**src/rtl/vr_tooth_capture.sv**
```systemverilog
// Crank VR input front end: synchronise, glitch-filter, detect rising edges,
// measure tooth periods, reject noise, flag stalls and mark the missing-tooth gap.
module vr_tooth_capture #(
    parameter int PW = 24,
    parameter int FW = 8
) (
    input  logic          clk,
    input  logic          rst_n,
    input  logic          cap_in,
    input  logic [FW-1:0] filt_len,
    input  logic [PW-1:0] min_per,
    input  logic [PW-1:0] max_per,
    input  logic          err_clr,
    output logic          cap_out,
    output logic          tooth_stb,
    output logic [PW-1:0] tooth_per,
    output logic          gap_stb,
    output logic          stall_stb,
    output logic          running,
    output logic          noise_flag
);

    // state | meaning
    // IDLE  | no reference edge yet; period counter held at 0
    // ARMED | first edge seen, next accepted edge gives the first period
    // RUN   | periods valid; gap detection against previous period active
    typedef enum logic [1:0] {
        IDLE  = 2'd0,
        ARMED = 2'd1,
        RUN   = 2'd2
    } state_t;

    state_t state, state_nx;

    logic          sync1, sync2;
    logic [FW-1:0] fcnt;
    logic          cap_d;
    logic          edge_evt;

    logic [PW-1:0] pcnt, pcnt_nx;
    logic [PW-1:0] prev, prev_nx;
    logic [PW-1:0] per;
    logic [PW-1:0] tooth_per_nx;
    logic          tooth_stb_nx, gap_stb_nx, stall_stb_nx, noise_nx;
    logic          too_short, timeout, is_gap;
    logic [PW+1:0] per_x2, prev_x3;

    always_ff @(posedge clk or negedge rst_n) begin
        if (!rst_n) begin
            sync1   <= 1'b0;
            sync2   <= 1'b0;
            fcnt    <= '0;
            cap_out <= 1'b0;
            cap_d   <= 1'b0;
        end else begin
            sync1 <= cap_in;
            sync2 <= sync1;
            cap_d <= cap_out;
            if (sync2 == cap_out) begin
                fcnt <= '0;
            end else if (fcnt == filt_len) begin
                cap_out <= sync2;
                fcnt    <= '0;
            end else begin
                fcnt <= fcnt + 1'b1;
            end
        end
    end

    assign edge_evt  = cap_out & ~cap_d;
    assign per       = pcnt + 1'b1;
    assign too_short = (per < min_per);
    assign timeout   = (pcnt == max_per);

    // widened so that 3*prev cannot wrap
    assign per_x2  = {1'b0, per, 1'b0};
    assign prev_x3 = {2'b00, prev} + {1'b0, prev, 1'b0};
    assign is_gap  = (per_x2 > prev_x3);

    always_comb begin
        state_nx     = state;
        pcnt_nx      = pcnt + 1'b1;
        prev_nx      = prev;
        tooth_per_nx = tooth_per;
        tooth_stb_nx = 1'b0;
        gap_stb_nx   = 1'b0;
        stall_stb_nx = 1'b0;
        noise_nx     = noise_flag & ~err_clr;

        case (state)
            IDLE: begin
                pcnt_nx = '0;
                if (edge_evt) begin
                    state_nx = ARMED;
                end
            end
            ARMED, RUN: begin
                if (timeout) begin
                    // a coincident edge restarts the sequence as the first edge
                    stall_stb_nx = 1'b1;
                    pcnt_nx      = '0;
                    state_nx     = edge_evt ? ARMED : IDLE;
                end else if (edge_evt) begin
                    if (too_short) begin
                        noise_nx = 1'b1;
                    end else begin
                        pcnt_nx      = '0;
                        tooth_stb_nx = 1'b1;
                        tooth_per_nx = per;
                        if (state == ARMED) begin
                            state_nx = RUN;
                            prev_nx  = per;
                        end else if (is_gap) begin
                            gap_stb_nx = 1'b1;
                        end else begin
                            prev_nx = per;
                        end
                    end
                end
            end
            default: begin
                state_nx = IDLE;
                pcnt_nx  = '0;
            end
        endcase
    end

    always_ff @(posedge clk or negedge rst_n) begin
        if (!rst_n) begin
            state      <= IDLE;
            pcnt       <= '0;
            prev       <= '0;
            tooth_per  <= '0;
            tooth_stb  <= 1'b0;
            gap_stb    <= 1'b0;
            stall_stb  <= 1'b0;
            running    <= 1'b0;
            noise_flag <= 1'b0;
        end else begin
            state      <= state_nx;
            pcnt       <= pcnt_nx;
            prev       <= prev_nx;
            tooth_per  <= tooth_per_nx;
            tooth_stb  <= tooth_stb_nx;
            gap_stb    <= gap_stb_nx;
            stall_stb  <= stall_stb_nx;
            running    <= (state_nx == RUN);
            noise_flag <= noise_nx;
        end
    end

endmodule

```
**config.mk**
```make
export PLATFORM = sky130hd
export DESIGN_NAME = vr_tooth_capture
export DESIGN_NICKNAME = d
export VERILOG_FILES = /design/src/rtl/vr_tooth_capture.sv
export SDC_FILE = /design/constraint.sdc
export NUM_CORES = 1
export LEC_CHECK = 0
export CELL_PAD_IN_SITES_DETAIL_PLACEMENT = 1
export CELL_PAD_IN_SITES_GLOBAL_PLACEMENT = 2
export CORE_MARGIN = 2
export CORE_UTILIZATION = 36
export CTS_CLUSTER_DIAMETER = 80
export DETAILED_ROUTE_END_ITERATION = 7
export PLACE_DENSITY_LB_ADDON = 0.1
export SETUP_SLACK_MARGIN = 0.4
export SLEW_MARGIN = 0
export SYNTH_ARGS = -nofsm -noshare
export SYNTH_HDL_FRONTEND = slang
export SYNTH_SLANG_ARGS = --single-unit
```
**constraint.sdc**
```tcl
create_clock -name clk -period 5.05 [get_ports clk]
set_clock_uncertainty 0.05 [all_clocks]
set_input_delay 0.7575 -clock clk [delete_from_list [all_inputs] [get_ports clk]]
set_output_delay 0.7575 -clock clk [all_outputs]
set_load 0.01 [all_outputs]
```
==> impl_metrics.py, run 1 <==
metrics = {
    "synth": {
        "synth_area_um2": 6533,
        "ys.flop_type": "dfrtp_1",
        "async_flop_share_pct": 100.0,
        "synth.distinct_cells": 63,
        "syn-instance-count": 629,
        "avgSynthCellArea_um2": 10.39,
        "synth_most_common_cell": "dfrtp_1",
        "synth_edf_count": 0,
        "yosys.area.top_type": "dfrtp_1",
        "ys_ff_latch": 91,
        "yosysTopAreaCellShare_pct": 34.86,
        "syn_nets": 767,
        "synth-seq-area-share_pct": 34.86,
        "synth.area.top_cells": "dfrtp_1 (35%), ha_1 (15%), xnor2_1 (7.4%)",
        "ys_warn_count": 0,
        "synth_common_cells": "dfrtp_1 (91), ha_1 (77), xnor2_1 (55)",
    },
    "global_routing": {
        "antenna_found_initial": 0,
        "grt_pass1_wl_um": 30510,
        "grt_use_total_pct": 20.17,
        "grt_pass1_vias": 5772,
        "grt_max_degree": 62,
        "gr-total-overflow": 0,
    },
    "cts": {
        "numCtsBuffers": 9,
        "cts_tree": "built",
        "clock_sinks": 91,
        "htreeDepth": 3,
        "ctsRootBufferMaster": "clkbuf_16",
        "clock_path_buffers": 2,
        "clk_pin_slew_ns": 0.07,
        "cts_hold_buf": 0,
        "clock_latency_ns": 0.35,
    },
    "routing": {
        "wl_per_cell_um": 19.42,
        "dr.first_iter.drc_count": 143,
        "wl_um": 19050,
        "first_pass_iters": 4,
        "drc": 0,
        "postRouteAntennaNets": 0,
        "vias": 5203,
        "vias_per_cell": 5.304,
    },
    "worst_hold_path": {
        "hold_start": "sync1$_DFF_PN0_",
        "hold_depth": 0,
        "hold_class": "reg -> reg",
        "whs_endpoint": "sync2$_DFF_PN0_",
    },
    "timing": {
        "rsz0062_at_grt": "false",
        "max_slew_margin_pct": 41.71,
        "setup_viol": 0,
        "final.setup.tns_ns": 0,
        "min_period_over_period_pct": 87.42,
        "holdWs_ns": 0.3027,
        "max_freq_mhz": 226.5,
        "timing.final.hold_violations": 0,
        "period_needed_ns": 4.415,
        "worst_pin_slew_ns": 0.8681,
        "drv_slew": 0,
    },
    "setup_path": {
        "r2r_setup_slack_ns": 0.64,
        "start_kind": "flop",
        "worstSetupPathType": "reg -> reg",
        "worstRegToRegCells": 17,
        "worst-path-max-fanout": 11,
        "endpoint_kind": "flop",
        "required_ns": 5.24,
        "r2r-end": "prev[16]$_DFFE_PN0P_",
        "reg2reg_from": "prev[11]$_DFFE_PN0P_",
        "arrival_ns": 4.61,
    },
    "power": {
        "ir_drop_uv": 169.7,
        "leakage_nw": 3.915,
        "cellPowerDensity_nw_per_um2": 218.3,
        "power.total_mw": 1.802,
    },
    "floorplanning": {
        "coreArea_um2": 17900,
        "num_rows": 49,
        "io_pins": 90,
        "initial_core_util_pct": 36.49,
        "die_w_um": 138.7,
        "die_y_um": 138.7,
        "dieArea_um2": 19240,
    },
    "place": {
        "hpwl_um": 14820,
        "gp_congestion": 0.8363,
        "place_inst": 964,
        "place.port_buffers": 89,
    },
    "layout": {
        "drive_above_1_share_pct": 16.62,
        "area_growth_syn_to_layout_pct": 26.39,
        "diodes": 0,
        "finalNetCount": 885,
        "fin_cells": 981,
    },
    "outcome": {
        "outcome": "completed",
    },
    "flow_run": {
        "maxCapViolCount": 0,
    },
}
==> what timing repair did <==
item	4_1_cts	5_1_grt
pin swaps	1	8
gates resized for setup	8	21
endpoints found under the setup margin	24	46
buffers inserted	1	0
==> critical path: stages (launching register included) <==
cell and delay (ns):
dfrtp_1 0.43, ha_2 0.43, nand4_1 0.22, a211oi_4 0.30, a211oi_4 0.13, o221ai_1 0.20
o211ai_1 0.19, or2_2 0.32, o211a_1 0.21, ha_1 0.29, and3_1 0.18, nand2_1 0.12
nor4_4 0.22, o221ai_1 0.17, o211ai_1 0.19, a31oi_4 0.15, buf_8 0.19, mux2_4 0.30
==> where the power goes <==
part / switching [mW] / internal, mW
clock network: 0.316 / 0.351
registers: 0.0417 / 0.752
logic: 0.184 / 0.158
==> cell families (layout without fill, tap and decap cells) <==
kind of cell	after synthesis	count (layout)	share of synthesized area [%]
compound gates	122	122	13.14
simple gates	159	159	13.18
mux	47	47	9.174
xor+xnor	80	80	10.84
buf+inv	52	175	3.754
fa+ha+maj	78	78	15.05
flops	91	91	34.86
==> flip-flops by register name (all words and copies together) (netlist names), 2 cells and up <==
| name | cells |
|---|---|
| fcnt | 8 |
| pcnt | 24 |
| prev | 24 |
| state | 2 |
| tooth_per | 24 |
==> per-stage QoR <==
stage          utilization (%)  setup slack [ns]  area (µm²)
2_1_floorplan                -            0.8218        6533
3_3_place_gp             43.72            0.3779        7826
3_5_place_dp             43.72           0.09280        7826
4_1_cts                  45.58            0.4026        8160
5_1_grt                  46.12            0.4025        8257
6_report                 46.12            0.6351        8257
==> layout by cell type, fill, tap and decap left out, types with 5 or more instances in the layout <==
cell type and instances:
a21o_1 14, a21oi_1 34, and3_1 6, and4_1 7
buf_4 28, clkbuf_16 9, clkdlybuf4s50_1 88, dfrtp_1 90
ha_1 73, inv_1 41, mux2_2 27, mux2_4 19
nand2_1 28, nand3_1 21, nand4_1 21, nor2_1 30
nor2b_1 25, nor3_1 5, o211ai_1 8, o21ai_0 13
xnor2_1 54, xor2_1 24
==> per-layer routing <==
layer	GRT usage [%]	vias up	routed length [µm]
met5	0	-	0
met4	5.157	0	304
met3	3.349	19	534
met2	35.28	64	9474
met1	26.06	2613	8739
li1	-	2507	-
==> final cells by class <==
type / instances / area, µm²
tap: 229 / 286.5
multi-input combinational: 486 / 4124
timing repair buffer: 118 / 1126
fill: 1975 / 9646
clock buffer: 10 / 239.0
inverter: 41 / 153.9
clock inverter: 6 / 48.80
sequential: 91 / 2278
==> how the worst max path moves through the flow <==
stage	startpoint	end	slack [ns]	cells past startpoint
after floorplan	prev[1]$_DFFE_PN0P_	prev[10]$_DFFE_PN0P_	0.82	18
after global placement	prev[6]$_DFFE_PN0P_	prev[6]$_DFFE_PN0P_	0.38	17
after detailed placement	prev[6]$_DFFE_PN0P_	prev[5]$_DFFE_PN0P_	0.09	17
after CTS	prev[6]$_DFFE_PN0P_	prev[5]$_DFFE_PN0P_	0.40	17
after global routing	prev[1]$_DFFE_PN0P_	prev[2]$_DFFE_PN0P_	0.40	18
final	prev[11]$_DFFE_PN0P_	prev[16]$_DFFE_PN0P_	0.64	17
No activity file was read; power rests on OpenSTA's default activity.
==> run 2: changes to the inputs <==
--- a/config.mk
+++ b/config.mk
@@ -11,7 +11,7 @@
 export CORE_UTILIZATION = 36
 export CTS_CLUSTER_DIAMETER = 80
 export DETAILED_ROUTE_END_ITERATION = 7
-export PLACE_DENSITY_LB_ADDON = 0.1
+export PLACE_DENSITY = 0.83
 export SETUP_SLACK_MARGIN = 0.4
 export SLEW_MARGIN = 0
 export SYNTH_ARGS = -nofsm -noshare
==> run 2 against run 1 <==
First-iteration DRC count grew 26%. Hold slack improved by 0.018 ns. Clock power down 5.4%. Die area stayed put. Global-route usage is essentially flat. Combinational power is 5% lower. Cell area down 0.35%. Power down 2.8%. Critical path type unchanged.
==> impl_metrics.py, run 2 (synthesized netlist as in run 1, its figures left out) <==
metrics = {
    "cts": {
        "clock_path_buffers": 2,
        "htreeDepth": 3,
        "clock_latency_ns": 0.36,
        "clk_pin_slew_ns": 0.07,
        "numCtsBuffers": 9,
        "cts_tree": "built",
        "clock_sinks": 91,
        "ctsRootBufferMaster": "clkbuf_16",
    },
    "timing": {
        "max_freq_mhz": 227.5,
        "worst_pin_slew_ns": 0.7867,
        "drv_slew": 0,
        "rsz0062_at_grt": "false",
        "max_slew_margin_pct": 47.17,
        "final.setup.tns_ns": 0,
        "period_needed_ns": 4.396,
        "holdWs_ns": 0.3204,
        "setup_viol": 0,
        "timing.final.hold_violations": 0,
        "min_period_over_period_pct": 87.05,
    },
    "power": {
        "power.total_mw": 1.752,
        "cellPowerDensity_nw_per_um2": 213.0,
        "ir_drop_uv": 159.1,
        "leakage_nw": 3.865,
    },
    "place": {
        "hpwl_um": 14850,
        "gp_congestion": 0.8435,
        "place_inst": 959,
        "place.port_buffers": 89,
    },
    "floorplanning": {
        "coreArea_um2": 17900,
        "io_pins": 90,
        "die_w_um": 138.7,
        "die_y_um": 138.7,
        "initial_core_util_pct": 36.49,
        "num_rows": 49,
        "dieArea_um2": 19240,
    },
    "flow_run": {
        "maxCapViolCount": 0,
    },
    "routing": {
        "drt-met1-wl_um": 8550,
        "met2_length_um": 9363,
        "dr_wl_met3_um": 565,
        "wl_per_cell_um": 19.30,
        "vias_per_cell": 5.343,
        "wl_um": 18880,
        "drc": 0,
        "postRouteAntennaNets": 0,
        "vias": 5225,
        "dr.first_iter.drc_count": 180,
        "top_layer_used": "met4",
        "first_pass_iters": 4,
    },
    "setup_path": {
        "start_kind": "flop",
        "worstSetupPathType": "reg -> reg",
        "endpoint_kind": "flop",
        "arrival_ns": 4.58,
        "worst-path-max-fanout": 16,
        "required_ns": 5.24,
    },
    "worst_hold_path": {
        "hold_class": "reg -> reg",
    },
    "layout": {
        "fill_cells": 1990,
        "top_regs": "pcnt: 24 flops, prev: 24 flops, tooth_per: 24 flops",
        "final_util_pct": 45.96,
        "final_cell_mix": "dfrtp_1 (90), clkdlybuf4s50_1 (88), ha_1 (70), xnor2_1 (55), inv_1 (41)",
        "drive_above_1_share_pct": 15.89,
        "diodes": 0,
        "area_growth_syn_to_layout_pct": 25.95,
        "finalNetCount": 882,
        "final_common_cell": "dfrtp_1",
        "fin_cells": 978,
    },
    "global_routing": {
        "grt_max_degree": 59,
        "grt_pass1_wl_um": 30610,
        "antenna_found_initial": 0,
        "grt_pass1_vias": 5760,
        "grt_use_total_pct": 20.15,
        "gr-total-overflow": 0,
    },
    "outcome": {
        "outcome": "completed",
    },
}
run 2: changes by cell type in the layout (fill, tap and decap cells not counted), sizes merged:
cell,change
clkinv,-1
clkbuf,+2
inv,-1
buf,-3
run 2: through the flow:
stage	area, µm²	setup slack (ns)
after global placement	7801	0.5019
after global routing	8228	0.4043
after floorplan	6533	0.8218
final	8228	0.6542
after CTS	8084	0.4390
after detailed placement	7801	0.3136
run 2: final timing paths:
check                                     start                   endpoint  slack (ns)  cells after the start
setup / recovery           prev[11]$_DFFE_PN0P_        prev[2]$_DFFE_PN0P_        0.65                     15
hold / removal                  sync1$_DFF_PN0_            sync2$_DFF_PN0_        0.32                      0
setup reg to reg           prev[11]$_DFFE_PN0P_        prev[2]$_DFFE_PN0P_        0.65                     15
hold reg to reg                 sync1$_DFF_PN0_            sync2$_DFF_PN0_        0.32                      0
max in group asynchronous                 rst_n         pcnt[21]$_DFF_PN0_        3.54                      2
min in group asynchronous                 rst_n  tooth_per[17]$_DFFE_PN0P_        0.42                      1
run 2: final cells by class:
type	count	area, µm²	area share (%)
inverters	41	153.9	1.870
repair buffers	115	1104	13.41
clock inverters	4	27.53	0.3345
flip-flops and latches	91	2278	27.69
well taps	229	286.5	3.482
multi-input cells	486	4141	50.33
clock buffers	12	236.5	2.874
run 2: power by group:
| group | internal (mW) | switching (mW) | total, mW | leakage [nW] |
|---|---|---|---|---|
| clock | 0.334 | 0.298 | 0.631 | 0.119 |
| sequential | 0.752 | 0.0432 | 0.795 | 1.25 |
| combinational | 0.151 | 0.175 | 0.326 | 2.49 |
| total | 1.24 | 0.516 | 1.75 | 3.87 |
run 2: layer usage:
metal,global-route usage (%),vias to the layer above
li1,-,2495
met1,26.06,2611
met2,34.89,95
met3,2.590,24
met4,6.964,0
met5,0,-
run 2: critical path: stages (launching register included):
cell	delay [ns]
dfrtp_1	0.44
ha_2	0.41
nand4_1	0.16
a211oi_2	0.26
a211oi_2	0.15
o221ai_1	0.27
o211ai_1	0.20
or2_2	0.31
o211a_1	0.21
ha_1	0.28
and3_1	0.20
a221oi_1	0.32
o211ai_1	0.22
a31oi_4	0.21
buf_8	0.22
mux2_2	0.35
run 2: repair_timing:
item	4_1_cts	5_1_grt
buffers inserted	0	3
setup endpoints to repair	23	24
gates resized for setup	5	23
hold buffers	0	0
pin swaps	0	6
==> run 3: changes to the inputs <==
--- a/config.mk
+++ b/config.mk
@@ -7,7 +7,7 @@
 export LEC_CHECK = 0
 export CELL_PAD_IN_SITES_DETAIL_PLACEMENT = 1
 export CELL_PAD_IN_SITES_GLOBAL_PLACEMENT = 2
-export CORE_MARGIN = 2
+export CORE_MARGIN = 1
 export CORE_UTILIZATION = 36
 export CTS_CLUSTER_DIAMETER = 80
 export DETAILED_ROUTE_END_ITERATION = 7
==> run 3 against run 2 <==
Cell area is essentially flat. Global-route usage rose by 0.93 points. Sequential share of layout area about the same. Flip-flop and latch count unchanged. Power rose by 5.5%. Critical path type unchanged. Via count decreased by 1.1%. Largest cell class unchanged. Highest routed layer unchanged. Clock-buffer cell count decreased by 2. Cell count grew 0.10%. Wire length fell by 2.2%. Die area fell by 2.9%. Critical endpoint is now prev[1]$_DFFE_PN0P_.
==> impl_metrics.py, run 3 (synthesized netlist as in run 1, its figures left out) <==
metrics = {
    "outcome": {
        "outcome": "completed",
    },
    "setup_path": {
        "required_ns": 5.24,
        "path_common_cell": "o211ai_1",
        "slowest_stage": "dfrtp_1",
        "crit_family": "compound AO/OA/AOI/OAI gates",
        "cp_num_buf_inv": 1,
        "worstSetupPathType": "reg -> reg",
        "start_kind": "flop",
        "endpoint_kind": "flop",
        "path_cells": "ha_2 > o211ai_1 > a211oi_2 > a211oi_2 > o221ai_1 > o211ai_1 > or2_2 > o211a_1 > ha_1 > and3_1 > a221oi_1 > o211ai_1 > a31oi_4 > buf_8 > mux2_2",
        "arrival_ns": 4.60,
        "worst-path-max-fanout": 13,
        "cpPeakStageDelay_ns": 0.41,
    },
    "place": {
        "place.port_buffers": 89,
        "gp_congestion": 0.8143,
        "hpwl_um": 14400,
    },
    "timing": {
        "rsz0062_at_grt": "false",
        "worst_pin_slew_ns": 0.7842,
        "drv_slew": 0,
        "final.setup.tns_ns": 0,
        "timing.final.hold_violations": 0,
        "max_freq_mhz": 227.0,
        "max_slew_margin_pct": 47.72,
        "min_period_over_period_pct": 87.24,
        "setup_viol": 0,
        "period_needed_ns": 4.406,
    },
    "cts": {
        "clock_path_buffers": 2,
        "clk_pin_slew_ns": 0.07,
        "cts_tree": "built",
        "clock_sinks": 91,
        "htreeDepth": 3,
        "cts_hold_buf": 0,
        "numCtsBuffers": 9,
        "ctsRootBufferMaster": "clkbuf_16",
        "clock_latency_ns": 0.36,
    },
    "power": {
        "switching_share_pct": 29.14,
        "ir_drop_uv": 153.9,
        "combPwrFrac_pct": 18.8,
        "leakage_nw": 3.936,
        "power.total_mw": 1.848,
        "switchingPower_uw": 538.5,
        "p_int_mw": 1.310,
        "pwr-share-clk_pct": 38.8,
        "seq_power_share_pct": 42.4,
        "cellPowerDensity_nw_per_um2": 224.4,
    },
    "routing": {
        "wl_um": 18450,
        "dr.first_iter.drc_count": 151,
        "first_pass_iters": 4,
        "postRouteAntennaNets": 0,
        "vias": 5165,
        "vias_per_cell": 5.276,
        "drc": 0,
        "wl_per_cell_um": 18.85,
    },
    "layout": {
        "final_cell_mix": "dfrtp_1 (91), clkdlybuf4s50_1 (88), ha_1 (76), xnor2_1 (55), inv_1 (41)",
        "fill_cells": 1933,
        "drive_above_1_share_pct": 15.65,
        "final_common_cell": "dfrtp_1",
        "diodes": 0,
        "regArea_um2": 2277,
        "finalNetCount": 887,
        "area_growth_syn_to_layout_pct": 26.07,
        "multi_input_comb_area_um2": 4068,
        "top_regs": "pcnt: 24 flops, prev: 24 flops, tooth_per: 24 flops",
    },
    "floorplanning": {
        "initial_core_util_pct": 37.25,
        "die_y_um": 136.7,
        "io_pins": 90,
        "num_rows": 48,
        "die_w_um": 136.7,
        "coreArea_um2": 17540,
        "dieArea_um2": 18690,
    },
    "worst_hold_path": {
        "hold_class": "reg -> reg",
    },
    "global_routing": {
        "gr-total-overflow": 0,
        "grt_pass1_wl_um": 29860,
        "grt_pass1_vias": 5607,
        "antenna_found_initial": 0,
        "grt_use_total_pct": 21.08,
        "grt_max_degree": 61,
    },
    "flow_run": {
        "maxCapViolCount": 0,
    },
}
-- run 3: metrics by stage --
| step | setup WS, ns | instance area [µm²] | utilization [%] | cells | hold slack (ns) |
|---|---|---|---|---|---|
| final | 0.6441 | 8235 | 46.96 | 979 | 0.3031 |
| after global routing | 0.3692 | 8235 | 46.96 | 979 | 0.3136 |
| after CTS | 0.4387 | 8143 | 46.43 | 975 | 0.3056 |
| after detailed placement | 0.2736 | 7814 | 44.56 | 959 | 0.2985 |
| after global placement | 0.4673 | 7814 | 44.56 | 959 | 0.2883 |
| after floorplan | 0.8218 | 6533 | - | 629 | 0.2812 |
-- run 3: routing by layer --
metal / share of wire [%] / up-vias / global-route usage, %
li1: - / 2511 / -
met1: 46 / 2565 / 27.22
met2: 49 / 78 / 36.13
met3: 3.3 / 11 / 4.333
met4: 0.99 / 0 / 4.383
met5: 0 / - / 0
-- run 3: power by group through the flow --
stage          registers [mW]  logic, mW  clock network (mW)
2_1_floorplan           0.789      0.200                   0
3_3_place_gp            0.796      0.338                   0
3_5_place_dp            0.798      0.351                   0
4_1_cts                 0.784      0.352               0.734
5_1_grt                 0.788      0.391               0.760
6_report                0.784      0.347               0.717
-- run 3: what timing repair did --
action / 4_1_cts / 5_1_grt
resized for setup: 4 / 12
setup buffers: 0 / 4
pin swaps: 0 / 8
cloned: 0 / 0
endpoints found under the setup margin: 23 / 29
-- run 3: worst paths after layout --
path	start	to	slack, ns	depth (start not counted)
max	prev[6]$_DFFE_PN0P_	prev[1]$_DFFE_PN0P_	0.64	15
max in group asynchronous	rst_n	prev[8]$_DFFE_PN0P_	3.56	2
min	sync1$_DFF_PN0_	sync2$_DFF_PN0_	0.30	0
min reg2reg	sync1$_DFF_PN0_	sync2$_DFF_PN0_	0.30	0
min in group asynchronous	rst_n	tooth_per[21]$_DFFE_PN0P_	0.42	1
max reg2reg	prev[6]$_DFFE_PN0P_	prev[1]$_DFFE_PN0P_	0.64	15
-- run 3: layout make-up --
| class | count | share of cell area [%] |
|---|---|---|
| clock buffers | 10 | 2.902 |
| clock inverters | 6 | 0.8660 |
| inverters | 41 | 1.869 |
| multi-input cells | 486 | 49.39 |
| flip-flops and latches | 91 | 27.65 |
| well taps | 225 | 3.418 |
| repair buffers | 120 | 13.90 |
